`config.mk`:
```
export PLATFORM = sky130hd
export DESIGN_NAME = lcd_scan_output
export DESIGN_NICKNAME = d
export VERILOG_FILES = /design/src/rtl/lcd_scan_output.sv
export SDC_FILE = /design/constraint.sdc
export NUM_CORES = 1
export LEC_CHECK = 0
export ABC_AREA = 1
export BUFFER_PORTS_ARGS = -buffer_cell sky130_fd_sc_hd__buf_4
export CAP_MARGIN = 20
export CORE_MARGIN = 10
export CORE_UTILIZATION = 36
export CTS_CLUSTER_SIZE = 30
export DETAILED_ROUTE_END_ITERATION = 6
export SLEW_MARGIN = 20
export SYNTH_ARGS = -nofsm -noshare
export SYNTH_HDL_FRONTEND = slang
export SYNTH_SLANG_ARGS = --single-unit
```
`constraint.sdc`:
```
create_clock -name clock -period 8.5 [get_ports clock]
set_input_delay 2.125 -clock clock [delete_from_list [all_inputs] [get_ports clock]]
set_output_delay 2.125 -clock clock [all_outputs]
set_load 0.05 [all_outputs]
```
`src/rtl/lcd_scan_output.sv`:
```
// lcd_scan_output: parametrised LCD scan-out stage.
// It divides the clock into pixel ticks and runs the H/V timing counters. It
// also aligns sync/DE with an upstream colour source of fixed latency. It
// provides test patterns and drives the backlight PWM.
// Optional: define LCD_SCAN_STATS_EN to build the debug_frames frame counter;
// otherwise debug_frames is tied to zero.
module lcd_scan_output #(
  parameter int H_ACTIVE    = 800,
  parameter int H_FRONT     = 40,
  parameter int H_SYNC      = 48,
  parameter int H_BACK      = 40,
  parameter int V_ACTIVE    = 480,
  parameter int V_FRONT     = 13,
  parameter int V_SYNC      = 3,
  parameter int V_BACK      = 29,
  parameter int TICK_DIV    = 2,
  parameter int SRC_LATENCY = 1,
  parameter int COLOR_BITS  = 8,
  parameter int PWM_BITS    = 8
) (
  input  logic                    clock,
  input  logic                    reset,
  output logic                    tick,
  output logic [10:0]             x,
  output logic [9:0]              y,
  output logic                    next_frame,
  input  logic [COLOR_BITS-1:0]   src_red,
  input  logic [COLOR_BITS-1:0]   src_green,
  input  logic [COLOR_BITS-1:0]   src_blue,
  input  logic [1:0]              mode,
  input  logic [3*COLOR_BITS-1:0] solid_rgb,
  input  logic                    display_on,
  input  logic [PWM_BITS-1:0]     backlight,
  output logic [COLOR_BITS-1:0]   lcd_red,
  output logic [COLOR_BITS-1:0]   lcd_green,
  output logic [COLOR_BITS-1:0]   lcd_blue,
  output logic                    lcd_hs_n,
  output logic                    lcd_vs_n,
  output logic                    lcd_de,
  output logic                    lcd_display_on,
  output logic                    lcd_pwm,
  output logic [31:0]             debug_frames
);

  localparam int H_TOTAL = H_ACTIVE + H_FRONT + H_SYNC + H_BACK;
  localparam int V_TOTAL = V_ACTIVE + V_FRONT + V_SYNC + V_BACK;
  localparam int DIV_W   = $clog2(TICK_DIV);
  localparam int PIPE_W  = 6;

  localparam logic [DIV_W-1:0] DIV_LAST = DIV_W'(TICK_DIV - 1);
  localparam logic [10:0] H_LAST     = 11'(H_TOTAL - 1);
  localparam logic [9:0]  V_LAST     = 10'(V_TOTAL - 1);
  localparam logic [10:0] H_ACT_X    = 11'(H_ACTIVE);
  localparam logic [9:0]  V_ACT_Y    = 10'(V_ACTIVE);
  localparam logic [10:0] HS_START_X = 11'(H_ACTIVE + H_FRONT);
  localparam logic [10:0] HS_END_X   = 11'(H_ACTIVE + H_FRONT + H_SYNC);
  localparam logic [9:0]  VS_START_Y = 10'(V_ACTIVE + V_FRONT);
  localparam logic [9:0]  VS_END_Y   = 10'(V_ACTIVE + V_FRONT + V_SYNC);

  logic [DIV_W-1:0]      div_q, div_d;
  logic [10:0]           x_q, x_d;
  logic [9:0]            y_q, y_d;
  logic [1:0]            mode_q, mode_d, mode_eff;
  logic [COLOR_BITS-1:0] red_q, red_d, green_q, green_d, blue_q, blue_d;
  logic                  de_q, de_d, hs_n_q, hs_n_d, vs_n_q, vs_n_d;
  logic                  don_q, don_d, pwm_q, pwm_d;
  logic [PWM_BITS-1:0]   pwm_cnt_q, pwm_cnt_d;

  logic                  de_raw, hs_raw_n, vs_raw_n;
  logic [2:0]            bar_raw;
  logic [PIPE_W-1:0]     raw_vec, dly_vec;
  logic                  de_dly, hs_dly_n, vs_dly_n;
  logic [2:0]            bar_dly;

  // Pixel tick: the divider wraps at TICK_DIV-1, which is also the tick cycle.
  always_comb begin
    tick  = (div_q == DIV_LAST);
    div_d = tick ? '0 : div_q + 1'b1;
  end

  // Horizontal and vertical position counters, advanced once per tick.
  always_comb begin
    x_d = x_q;
    y_d = y_q;
    if (tick) begin
      if (x_q == H_LAST) begin
        x_d = '0;
        y_d = (y_q == V_LAST) ? '0 : y_q + 10'd1;
      end else begin
        x_d = x_q + 11'd1;
      end
    end
  end

  assign next_frame = tick && (x_q == '0) && (y_q == '0);

  // Raw timing for the current x/y; the bar index uses comparators against k*H_ACTIVE/8.
  always_comb begin
    de_raw   = (x_q < H_ACT_X) && (y_q < V_ACT_Y);
    hs_raw_n = !((x_q >= HS_START_X) && (x_q < HS_END_X));
    vs_raw_n = !((y_q >= VS_START_Y) && (y_q < VS_END_Y));
    bar_raw  = 3'd0;
    for (int k = 1; k < 8; k++) begin
      if ({x_q, 3'b000} >= 14'(k * H_ACTIVE)) bar_raw = bar_raw + 3'd1;
    end
  end

  assign raw_vec = {de_raw, hs_raw_n, vs_raw_n, bar_raw};

  generate
    if (SRC_LATENCY == 0) begin : g_no_pipe
      assign dly_vec = raw_vec;
    end else begin : g_pipe
      localparam logic [PIPE_W-1:0] PIPE_RST = 6'b011_000;
      logic [PIPE_W-1:0] pipe_q [SRC_LATENCY];
      logic [PIPE_W-1:0] pipe_d [SRC_LATENCY];

      // Timing shift register: one stage per tick to match the source latency.
      always_comb begin
        pipe_d = pipe_q;
        if (tick) begin
          pipe_d[0] = raw_vec;
          for (int i = 1; i < SRC_LATENCY; i++) pipe_d[i] = pipe_q[i-1];
        end
      end

      // Timing shift register storage; blanking values on reset.
      always_ff @(posedge clock) begin
        if (reset) begin
          for (int i = 0; i < SRC_LATENCY; i++) pipe_q[i] <= PIPE_RST;
        end else begin
          pipe_q <= pipe_d;
        end
      end

      assign dly_vec = pipe_q[SRC_LATENCY-1];
    end
  endgenerate

  assign {de_dly, hs_dly_n, vs_dly_n, bar_dly} = dly_vec;

  // New mode is taken at the frame start; bypass so the first sampled pixel already uses it.
  assign mode_eff = next_frame ? mode : mode_q;

  // Output colour mux and aligned syncs, registered on tick; blanking is always black.
  always_comb begin
    mode_d  = mode_eff;
    red_d   = red_q;
    green_d = green_q;
    blue_d  = blue_q;
    de_d    = de_q;
    hs_n_d  = hs_n_q;
    vs_n_d  = vs_n_q;
    if (tick) begin
      de_d    = de_dly;
      hs_n_d  = hs_dly_n;
      vs_n_d  = vs_dly_n;
      red_d   = '0;
      green_d = '0;
      blue_d  = '0;
      if (de_dly) begin
        case (mode_eff)
          2'd0: begin
            red_d   = src_red;
            green_d = src_green;
            blue_d  = src_blue;
          end
          2'd1: begin
            red_d   = solid_rgb[3*COLOR_BITS-1 -: COLOR_BITS];
            green_d = solid_rgb[2*COLOR_BITS-1 -: COLOR_BITS];
            blue_d  = solid_rgb[COLOR_BITS-1:0];
          end
          2'd2: begin
            red_d   = {COLOR_BITS{bar_dly[0]}};
            green_d = {COLOR_BITS{bar_dly[1]}};
            blue_d  = {COLOR_BITS{bar_dly[2]}};
          end
          default: ;
        endcase
      end
    end
  end

  // Backlight PWM on the system clock; full scale forces the output constantly high.
  always_comb begin
    pwm_cnt_d = pwm_cnt_q + 1'b1;
    pwm_d     = (&backlight) || (pwm_cnt_q < backlight);
    don_d     = display_on;
  end

  // State registers.
  always_ff @(posedge clock) begin
    if (reset) begin
      div_q     <= '0;
      x_q       <= '0;
      y_q       <= '0;
      mode_q    <= 2'd3;
      red_q     <= '0;
      green_q   <= '0;
      blue_q    <= '0;
      de_q      <= 1'b0;
      hs_n_q    <= 1'b1;
      vs_n_q    <= 1'b1;
      don_q     <= 1'b0;
      pwm_q     <= 1'b0;
      pwm_cnt_q <= '0;
    end else begin
      div_q     <= div_d;
      x_q       <= x_d;
      y_q       <= y_d;
      mode_q    <= mode_d;
      red_q     <= red_d;
      green_q   <= green_d;
      blue_q    <= blue_d;
      de_q      <= de_d;
      hs_n_q    <= hs_n_d;
      vs_n_q    <= vs_n_d;
      don_q     <= don_d;
      pwm_q     <= pwm_d;
      pwm_cnt_q <= pwm_cnt_d;
    end
  end

`ifdef LCD_SCAN_STATS_EN
  logic [31:0] frames_q, frames_d;

  // Frame counter, bumped on every frame start.
  always_comb frames_d = next_frame ? frames_q + 32'd1 : frames_q;

  // Frame counter register.
  always_ff @(posedge clock) begin
    if (reset) frames_q <= '0;
    else       frames_q <= frames_d;
  end

  assign debug_frames = frames_q;
`else
  assign debug_frames = 32'd0;
`endif

  assign x              = x_q;
  assign y              = y_q;
  assign lcd_red        = red_q;
  assign lcd_green      = green_q;
  assign lcd_blue       = blue_q;
  assign lcd_hs_n       = hs_n_q;
  assign lcd_vs_n       = vs_n_q;
  assign lcd_de         = de_q;
  assign lcd_display_on = don_q;
  assign lcd_pwm        = pwm_q;

endmodule

```
==> impl_metrics.tcl, run 1 <==
set metrics [dict create \
    status "finished clean" \
    grt_max_degree 32 \
    post-cts-setup-buffers 0 \
    grt.overflow.total 0 \
    hold_violations 0 \
    yosysSeqAreaShare 0.319 \
    diodes 0 \
    rrSetupSlack_ns 4.32 \
    synth_warnings 0 \
    clk_path_buf_depth 2 \
    clkLatencyLatePin_ns 0.33 \
    maxCapViolCount 0 \
    fmax_ghz 0.239 \
    report.final.slew_viol_count 0 \
    drc 0 \
    syn_area_per_cell_um2 6.77 \
    async_flop_share 0 \
    instances_no_fill 877 \
    die_w_um 128 \
    setup_tns_ns 0 \
    worst_pin_slew_ns 1.08 \
    cts-resized-gates 0 \
    row_count 39 \
    grt_first_pass_wirelength_mm 19.3 \
    portBuffers 112 \
    grt_usage 0.140 \
    grt_pass1_vias 4095 \
    cts_hold_buf 0 \
    die-area_um2 16400 \
    nNetsFinal 811 \
    ys_types 43 \
    cpPeakStageDelay_ns 0.51 \
    ys.flop_type "dfxtp_1" \
    via_per_inst 4.72 \
    hpwl_mm 9.64 \
    ir_drop_mv 0.100 \
    synth_edf_count 0 \
    hold_path.class "flop to flop" \
    end_kind "flop" \
    antenna_found_initial 0 \
    layout-drive-gt1-share 0.244 \
    cts_root_buffer "clkbuf_16" \
    drt_iter0_drc 239 \
    p_leak_nw 2.74 \
    firstDrtPassIters 4 \
    dieHeight_um 128 \
    place_inst 861 \
    power_mw 0.834 \
    place_congestion 0.938 \
    path_clk_slew_ns 0.06 \
    via_count 4142 \
    ys_seq_elements 67 \
    setup_viol 0 \
    syn_inst 621 \
    slew_headroom 0.281 \
    ioPinCount 145 \
    worstPathArrival_ns 4.40 \
    avgRoutedWirePerCell_um 13.7 \
    ant_nets 0 \
    synth_area_um2 4200 \
    power.density_nw_per_um2 157 \
    crit_fanout 10 \
    finalClockSkew_ns 0.00879 \
    hold_ws_ns 0.450 \
    start_util 0.368 \
    start_kind "flop" \
    required_ns 8.72 \
    rsz0062_at_grt "no" \
    crit_top_cell "nand2_1" \
    syn2layout_area_growth_pct 26.5 \
    cts_tree "done" \
    cts_sinks 67 \
    path_class "flop to flop" \
    fin_crit_sh 0.492 \
    cts_buffers 9 \
    totalWireLength_mm 12.0 \
    critPathSlowestCell "dfxtp_1" \
    core_um2 11400 \
    fin_crit_ns 4.18 \
    htreeDepth 3 \
]
-- layout by cell type (no fill, tap or decap), types with 2 or more instances in the layout --
cell	synthesis	layout
nor3_1	14	14
xor2_1	7	7
clkbuf_16	0	9
nand3_2	2	2
nand2_1	203	203
a31oi_1	6	6
or2_2	2	2
buf_4	33	112
a211oi_1	2	2
o211ai_1	2	2
clkinv_2	0	3
conb_1	1	32
o22a_1	2	2
nor2_2	5	5
nand3_1	54	54
nor2_1	38	37
nand2_2	11	11
nand2_4	5	5
dfxtp_1	67	67
nand4_1	5	5
a21oi_1	17	17
clkinv_1	3	3
o21ai_0	16	16
nor4_1	4	4
ha_1	21	21
inv_1	55	55
nor2_4	3	4
inv_2	15	15
nor3_2	2	2
-- worst max-delay path: cells and delay by family (launching register included) --
kind | cells | cell delay [ns]
AND/OR/NAND/NOR | 15 | 1.64
adder cells (fa/ha/maj) | 4 | 1.18
flip-flops | 1 | 0.51
AO/OA/AOI/OAI | 1 | 0.26
buffers and inverters | 5 | 0.48
-- path summary, 6_finish.rpt --
path,start,endpoint,depth (start not counted)
max reg2reg,x[4],dly_vec[1],25
max,x[4],dly_vec[1],25
min reg2reg,lcd_blue[0],lcd_blue[0],2
min,lcd_blue[0],lcd_blue[0],2
-- metrics by stage --
stage | cell area (um2) | util | worst slack [ns]
2_1_floorplan | 4320 | - | 4.39
4_1_cts | 5320 | 0.465 | 4.33
3_5_place_dp | 5020 | 0.440 | 4.36
6_report | 5320 | 0.465 | 4.32
3_3_place_gp | 5010 | 0.439 | 4.51
5_1_grt | 5320 | 0.465 | 3.91
-- area by class of cell --
type / count / area (um2)
Inverter: 73 / 274
Tap cell: 143 / 179
Sequential cell: 67 / 1340
Clock buffer: 11 / 243
Timing Repair Buffer: 112 / 841
Multi-Input combinational cell: 466 / 2380
Clock inverter: 5 / 52.6
Fill cell: 1211 / 6100
-- registers in the layout, summed over array words and instances (netlist names), 2 cells and up --
name / flops
lcd_blue: 8
dly_vec: 6
pwm_cnt_q: 8
lcd_green: 8
y: 10
mode_q: 2
x: 11
lcd_red: 8
-- report_power, final --
group	switching, mW	internal (mW)
Combinational	0.0944	0.0428
Sequential	0.00486	0.320
Clock	0.138	0.234
-- cells in the mapped netlist (4+ instances only) --
cell type,count,area share
nand3_1,54,0.064
dfxtp_1,67,0.32
nor3_1,14,0.017
ha_1,21,0.063
nand2_2,11,0.016
clkbuf_1,4,0.0036
buf_4,33,0.059
a31oi_1,6,0.0089
nand2_1,203,0.18
buf_2,6,0.0071
nor2_2,5,0.0074
nor2_1,38,0.034
a21oi_1,17,0.020
nand4_1,5,0.0074
nor4_1,4,0.0060
xor2_1,7,0.015
nand2_4,5,0.013
o21ai_0,16,0.019
inv_2,15,0.013
inv_1,55,0.049
-- per-layer routing --
| layer | global-route usage | up-vias | routed length [um] |
|---|---|---|---|
| li1 | - | 2137 | - |
| met1 | 0.154 | 1874 | 4890 |
| met2 | 0.252 | 115 | 6210 |
| met3 | 0.0372 | 16 | 705 |
| met4 | 0.0470 | 0 | 170 |
| met5 | 0 | - | 0 |
-- logic make-up (layout without fill, tap and decap cells) --
logic type               Yosys count  in the layout  share of synthesized area
buffers and inverters            119            201                      0.143
other                              1             32                   0.000892
adder cells (fa/ha/maj)           21             21                     0.0625
flip-flops                        67             67                      0.319
XOR/XNOR                           8              8                     0.0167
AND/OR/NAND/NOR                  353            353                      0.381
AO/OA/AOI/OAI                     52             52                     0.0765
Note: power is estimated with default switching activity, not from simulation.
==> run 2: changes to the inputs <==
clock period = 3.4 ns   (was 8.5 ns; I/O delays follow)
==> impl_metrics.tcl, run 2 (synthesis results as in run 1) <==
set metrics [dict create \
    totalWireLength_mm 12.6 \
    drt_iter0_drc 200 \
    setup_tns_ns 0 \
    power_mw 2.05 \
    fin_crit_ns 3.22 \
    grt.busiest_layer "met2" \
    start_kind "flop" \
    hold_violations 0 \
    design_area_um2 5660 \
    ir_drop_mv 0.320 \
    finalClockSkew_ns 0.0125 \
    grt.overflow.total 0 \
    nNetsFinal 835 \
    power.density_nw_per_um2 362 \
    diodes 0 \
    crit_top_cell "nand2_1" \
    hold_path.class "flop to flop" \
    grt.met2_usage 0.246 \
    dpl_cell_area_um2 5180 \
    via_per_inst 4.71 \
    setup_viol 0 \
    start_util 0.368 \
    hpwl_mm 10.0 \
    end_kind "flop" \
    firstDrtPassIters 4 \
    cts_sinks 67 \
    grt_usage 0.146 \
    hold_path_end "lcd_green[6]" \
    via_count 4245 \
    core_um2 11400 \
    clkLatencyLatePin_ns 0.33 \
    report.final.slew_viol_count 0 \
    r2r_end "dly_vec[1]" \
    p_leak_nw 2.89 \
    fin_crit_sh 0.947 \
    htreeDepth 3 \
    path_clk_slew_ns 0.06 \
    die-area_um2 16400 \
    rrSetupSlack_ns 0.18 \
    grt_pass1_vias 4153 \
    crit_fanout 4 \
    cpPeakStageDelay_ns 0.36 \
    antenna_found_initial 0 \
    layout-drive-gt1-share 0.302 \
    regToRegStartpoint "x[9]" \
    holdPathStages 2 \
    layout_commonest_cell "nand2_1" \
    maxCapViolCount 0 \
    syn2layout_area_growth_pct 34.7 \
    largest_register_ffs 11 \
    cts_hold_buf 0 \
    use_met3 0.0380 \
    n_fill_cell 1189 \
    cts_buffers 9 \
    worst_pin_slew_ns 0.690 \
    path_cells "buf_12 > nor2_4 > a31oi_4 > buf_4 > ha_1 > o21ai_2 > inv_2 > ha_4 > or2_4 > nand3_2 > nand2_2 > nand2_2 > nand2_1 > ha_1 > or2_4 > nand2_4 > inv_2 > ha_4 > nor2_1 > nor2_1 > nand2_1 > nand2_1" \
    fmax_ghz 0.311 \
    required_ns 3.61 \
    place_congestion 0.864 \
    path_class "flop to flop" \
    grt_max_degree 25 \
    die_w_um 128 \
    cts_tree "done" \
    row_count 39 \
    worstPathArrival_ns 3.44 \
    drc 0 \
    avgRoutedWirePerCell_um 14.0 \
    most-common-layout-cells "nand2_1, buf_4, dfxtp_1" \
    use_met1 0.170 \
    dieHeight_um 128 \
    ant_nets 0 \
    status "finished clean" \
    grt_first_pass_wirelength_mm 19.8 \
    ioPinCount 145 \
    slew_headroom 0.539 \
    hp-start "lcd_green[6]" \
    critPathSlowestCell "dfxtp_4" \
    portBuffers 112 \
    r2r_cells 22 \
    clk_path_buf_depth 2 \
    cts_root_buffer "clkbuf_16" \
]
run 2: cell count changes in the layout (fill, tap and decap cells not counted), sizes merged:
cell      change
clkinvlp      -1
buf          +24
clkinv        -3
inv           +1
clkbuf        +3
run 2: metal layers:
| metal | vias up | routed length (um) |
|---|---|---|
| met3 | 18 | 707 |
| met4 | 0 | 242 |
| met2 | 104 | 6410 |
| met1 | 1939 | 5240 |
| li1 | 2184 | - |
| met5 | - | 0 |
run 2: critical path, delay by kind of cell, from the launching register on:
family	cells	cell delay (ns)
simple gates	12	1.18
fa+ha+maj	4	0.91
buf+inv	4	0.40
flops	1	0.36
compound gates	2	0.27
run 2: power breakdown:
part           leakage, nW  switching, mW  internal [mW]  total, mW
Combinational         2.20          0.237          0.108      0.345
Sequential           0.550         0.0121          0.794      0.806
Clock                0.135          0.330          0.570      0.900
Total                 2.89          0.579           1.47       2.05
run 2: cell type report:
class | instances | area (um2) | area share
clock buffers | 14 | 244 | 0.0431
clock inverters | 2 | 36.3 | 0.00641
inverters | 73 | 287 | 0.0506
multi-input cells | 466 | 2510 | 0.443
flip-flops and latches | 67 | 1370 | 0.243
well taps | 143 | 179 | 0.0316
repair buffers | 136 | 1030 | 0.183
run 2: timing repair:
action	4_1_cts	5_1_grt
hold endpoints to repair	0	0
buffers inserted	5	11
pin swaps	1	13
setup endpoints to repair	1	2
resized for setup	5	14
run 2: how the worst max path moves through the flow:
stage,start,endpoint,slack [ns]
global placement,x[4],dly_vec[1],0.11
global route,x[4],dly_vec[2],-0.007
CTS,x[5],dly_vec[1],0.005
floorplan,x[4],dly_vec[1],0.01
detailed placement,x[4],dly_vec[1],0.004
finish,x[9],dly_vec[1],0.18
run 2: metrics by stage:
step,setup slack (ns),std cells,util,hold slack (ns)
2_1_floorplan,0.0141,652,-,0.429
3_3_place_gp,0.106,869,0.454,0.440
3_5_place_dp,0.00410,869,0.454,0.440
4_1_cts,0.00541,890,0.483,0.454
5_1_grt,-0.00667,901,0.496,0.467
6_report,0.180,901,0.496,0.452
==> run 3: changes to the inputs <==
PLACE_DENSITY = 0.73   (was unset)
==> impl_metrics.tcl, run 3 (synthesis results as in run 1) <==
set metrics [dict create \
    status "finished clean" \
    setup_viol 0 \
    avgRoutedWirePerCell_um 13.4 \
    multiInputGateArea_um2 2490 \
    cts_hold_buf 0 \
    via_per_inst 4.62 \
    place_congestion 0.869 \
    core_um2 11400 \
    htreeDepth 3 \
    register_area_um2 1370 \
    power.density_nw_per_um2 362 \
    die-area_um2 16400 \
    finalClockSkew_ns 0.00970 \
    cts_sinks 67 \
    via_count 4139 \
    layout_commonest_cell "nand2_1" \
    design_area_um2 5580 \
    fin_crit_ns 3.24 \
    crit_fanout 4 \
    grt.overflow.total 0 \
    required_ns 3.67 \
    diodes 0 \
    antenna_found_initial 0 \
    end_kind "flop" \
    cts_buffers 9 \
    layout-drive-gt1-share 0.295 \
    row_count 39 \
    syn2layout_area_growth_pct 32.9 \
    hold_path.class "flop to flop" \
    rrSetupSlack_ns 0.16 \
    hpwl_mm 9.53 \
    totalWireLength_mm 12.0 \
    start_util 0.368 \
    slew_headroom 0.636 \
    cts_root_buffer "clkbuf_16" \
    n_fill_cell 1139 \
    firstDrtPassIters 4 \
    clkLatencyLatePin_ns 0.33 \
    start_kind "flop" \
    grt_usage 0.141 \
    report.final.slew_viol_count 0 \
    hold_violations 0 \
    largest_register_ffs 11 \
    clk_path_buf_depth 2 \
    worst_pin_slew_ns 0.545 \
    dieHeight_um 128 \
    nNetsFinal 829 \
    ant_nets 0 \
    drc 0 \
    maxCapViolCount 0 \
    die_w_um 128 \
    grt_max_degree 25 \
    cts_tree "done" \
    path_clk_slew_ns 0.06 \
    most-common-layout-cells "nand2_1, buf_4, dfxtp_1" \
    fmax_ghz 0.308 \
    grt_pass1_vias 3917 \
    p_leak_nw 2.85 \
    fin_crit_sh 0.953 \
    worstPathArrival_ns 3.51 \
    dpl_cell_area_um2 5200 \
    grt_first_pass_wirelength_mm 19.2 \
    drt_iter0_drc 187 \
    setup_tns_ns 0 \
    ir_drop_mv 0.212 \
    path_class "flop to flop" \
    portBuffers 112 \
    ioPinCount 145 \
]
## run 3: changes by cell type in the layout (fill, tap and decap cells not counted), sizes merged
cell / delta
buf: -6
bufinv: -1
clkbuf: -2
clkinv: +4
inv: -1
## run 3: area by class of cell
cell class	count	area share
Clock buffer	12	0.0462
Sequential cell	67	0.246
Tap cell	143	0.0320
Multi-Input combinational cell	466	0.446
Inverter	73	0.0509
Clock inverter	4	0.00426
Timing Repair Buffer	130	0.175
## run 3: critical path: stages (launching register included)
cell	delay, ns
dfxtp_4	0.38
inv_4	0.05
nand2_4	0.10
nor2_4	0.06
a31oi_4	0.17
inv_2	0.07
ha_4	0.29
inv_2	0.05
nand3_4	0.08
nand2_4	0.06
inv_4	0.06
ha_4	0.19
or2_4	0.24
nand3_2	0.05
nand2_1	0.05
nand2_1	0.07
nand2_1	0.07
ha_1	0.27
or2_4	0.25
nand2_2	0.06
inv_1	0.06
ha_4	0.25
nor2_1	0.03
nor2_1	0.10
nand2_1	0.06
nand2_1	0.05
## run 3: per-layer routing
| metal | vias to the layer above | wire length [um] | track usage |
|---|---|---|---|
| met4 | 0 | 180 | 0.0464 |
| met1 | 1856 | 4890 | 0.168 |
| li1 | 2165 | - | - |
| met2 | 104 | 6220 | 0.243 |
| met3 | 14 | 722 | 0.0318 |
| met5 | - | 0 | 0 |
## run 3: worst paths after layout
| path | from | endpoint | cells past startpoint |
|---|---|---|---|
| max | x[9] | dly_vec[1] | 25 |
| min | lcd_green[6] | lcd_green[6] | 2 |
| max reg2reg | x[9] | dly_vec[1] | 25 |
| min reg2reg | lcd_green[6] | lcd_green[6] | 2 |
## run 3: repair_timing
| item | CTS | global route |
|---|---|---|
| gates resized for setup | 0 | 12 |
| endpoints found under the setup margin | 0 | 2 |
| buffers inserted | 0 | 8 |
## run 3: report_power, final
group	switching [mW]	internal, mW
clock	0.333	0.535
combinational	0.237	0.109
sequential	0.0119	0.794
## run 3: through the flow
step                      worst slack (ns)  hold slack [ns]  power [mW]   util  std cells
after global routing               -0.0255            0.469        2.11  0.489        895
final                                0.158            0.454        2.02  0.489        895
after detailed placement            0.0526            0.443        1.17  0.455        871
after CTS                           0.0309            0.455        2.04  0.480        887
after global placement               0.100            0.438        1.17  0.455        871
after floorplan                     0.0141            0.429        1.10      -        652
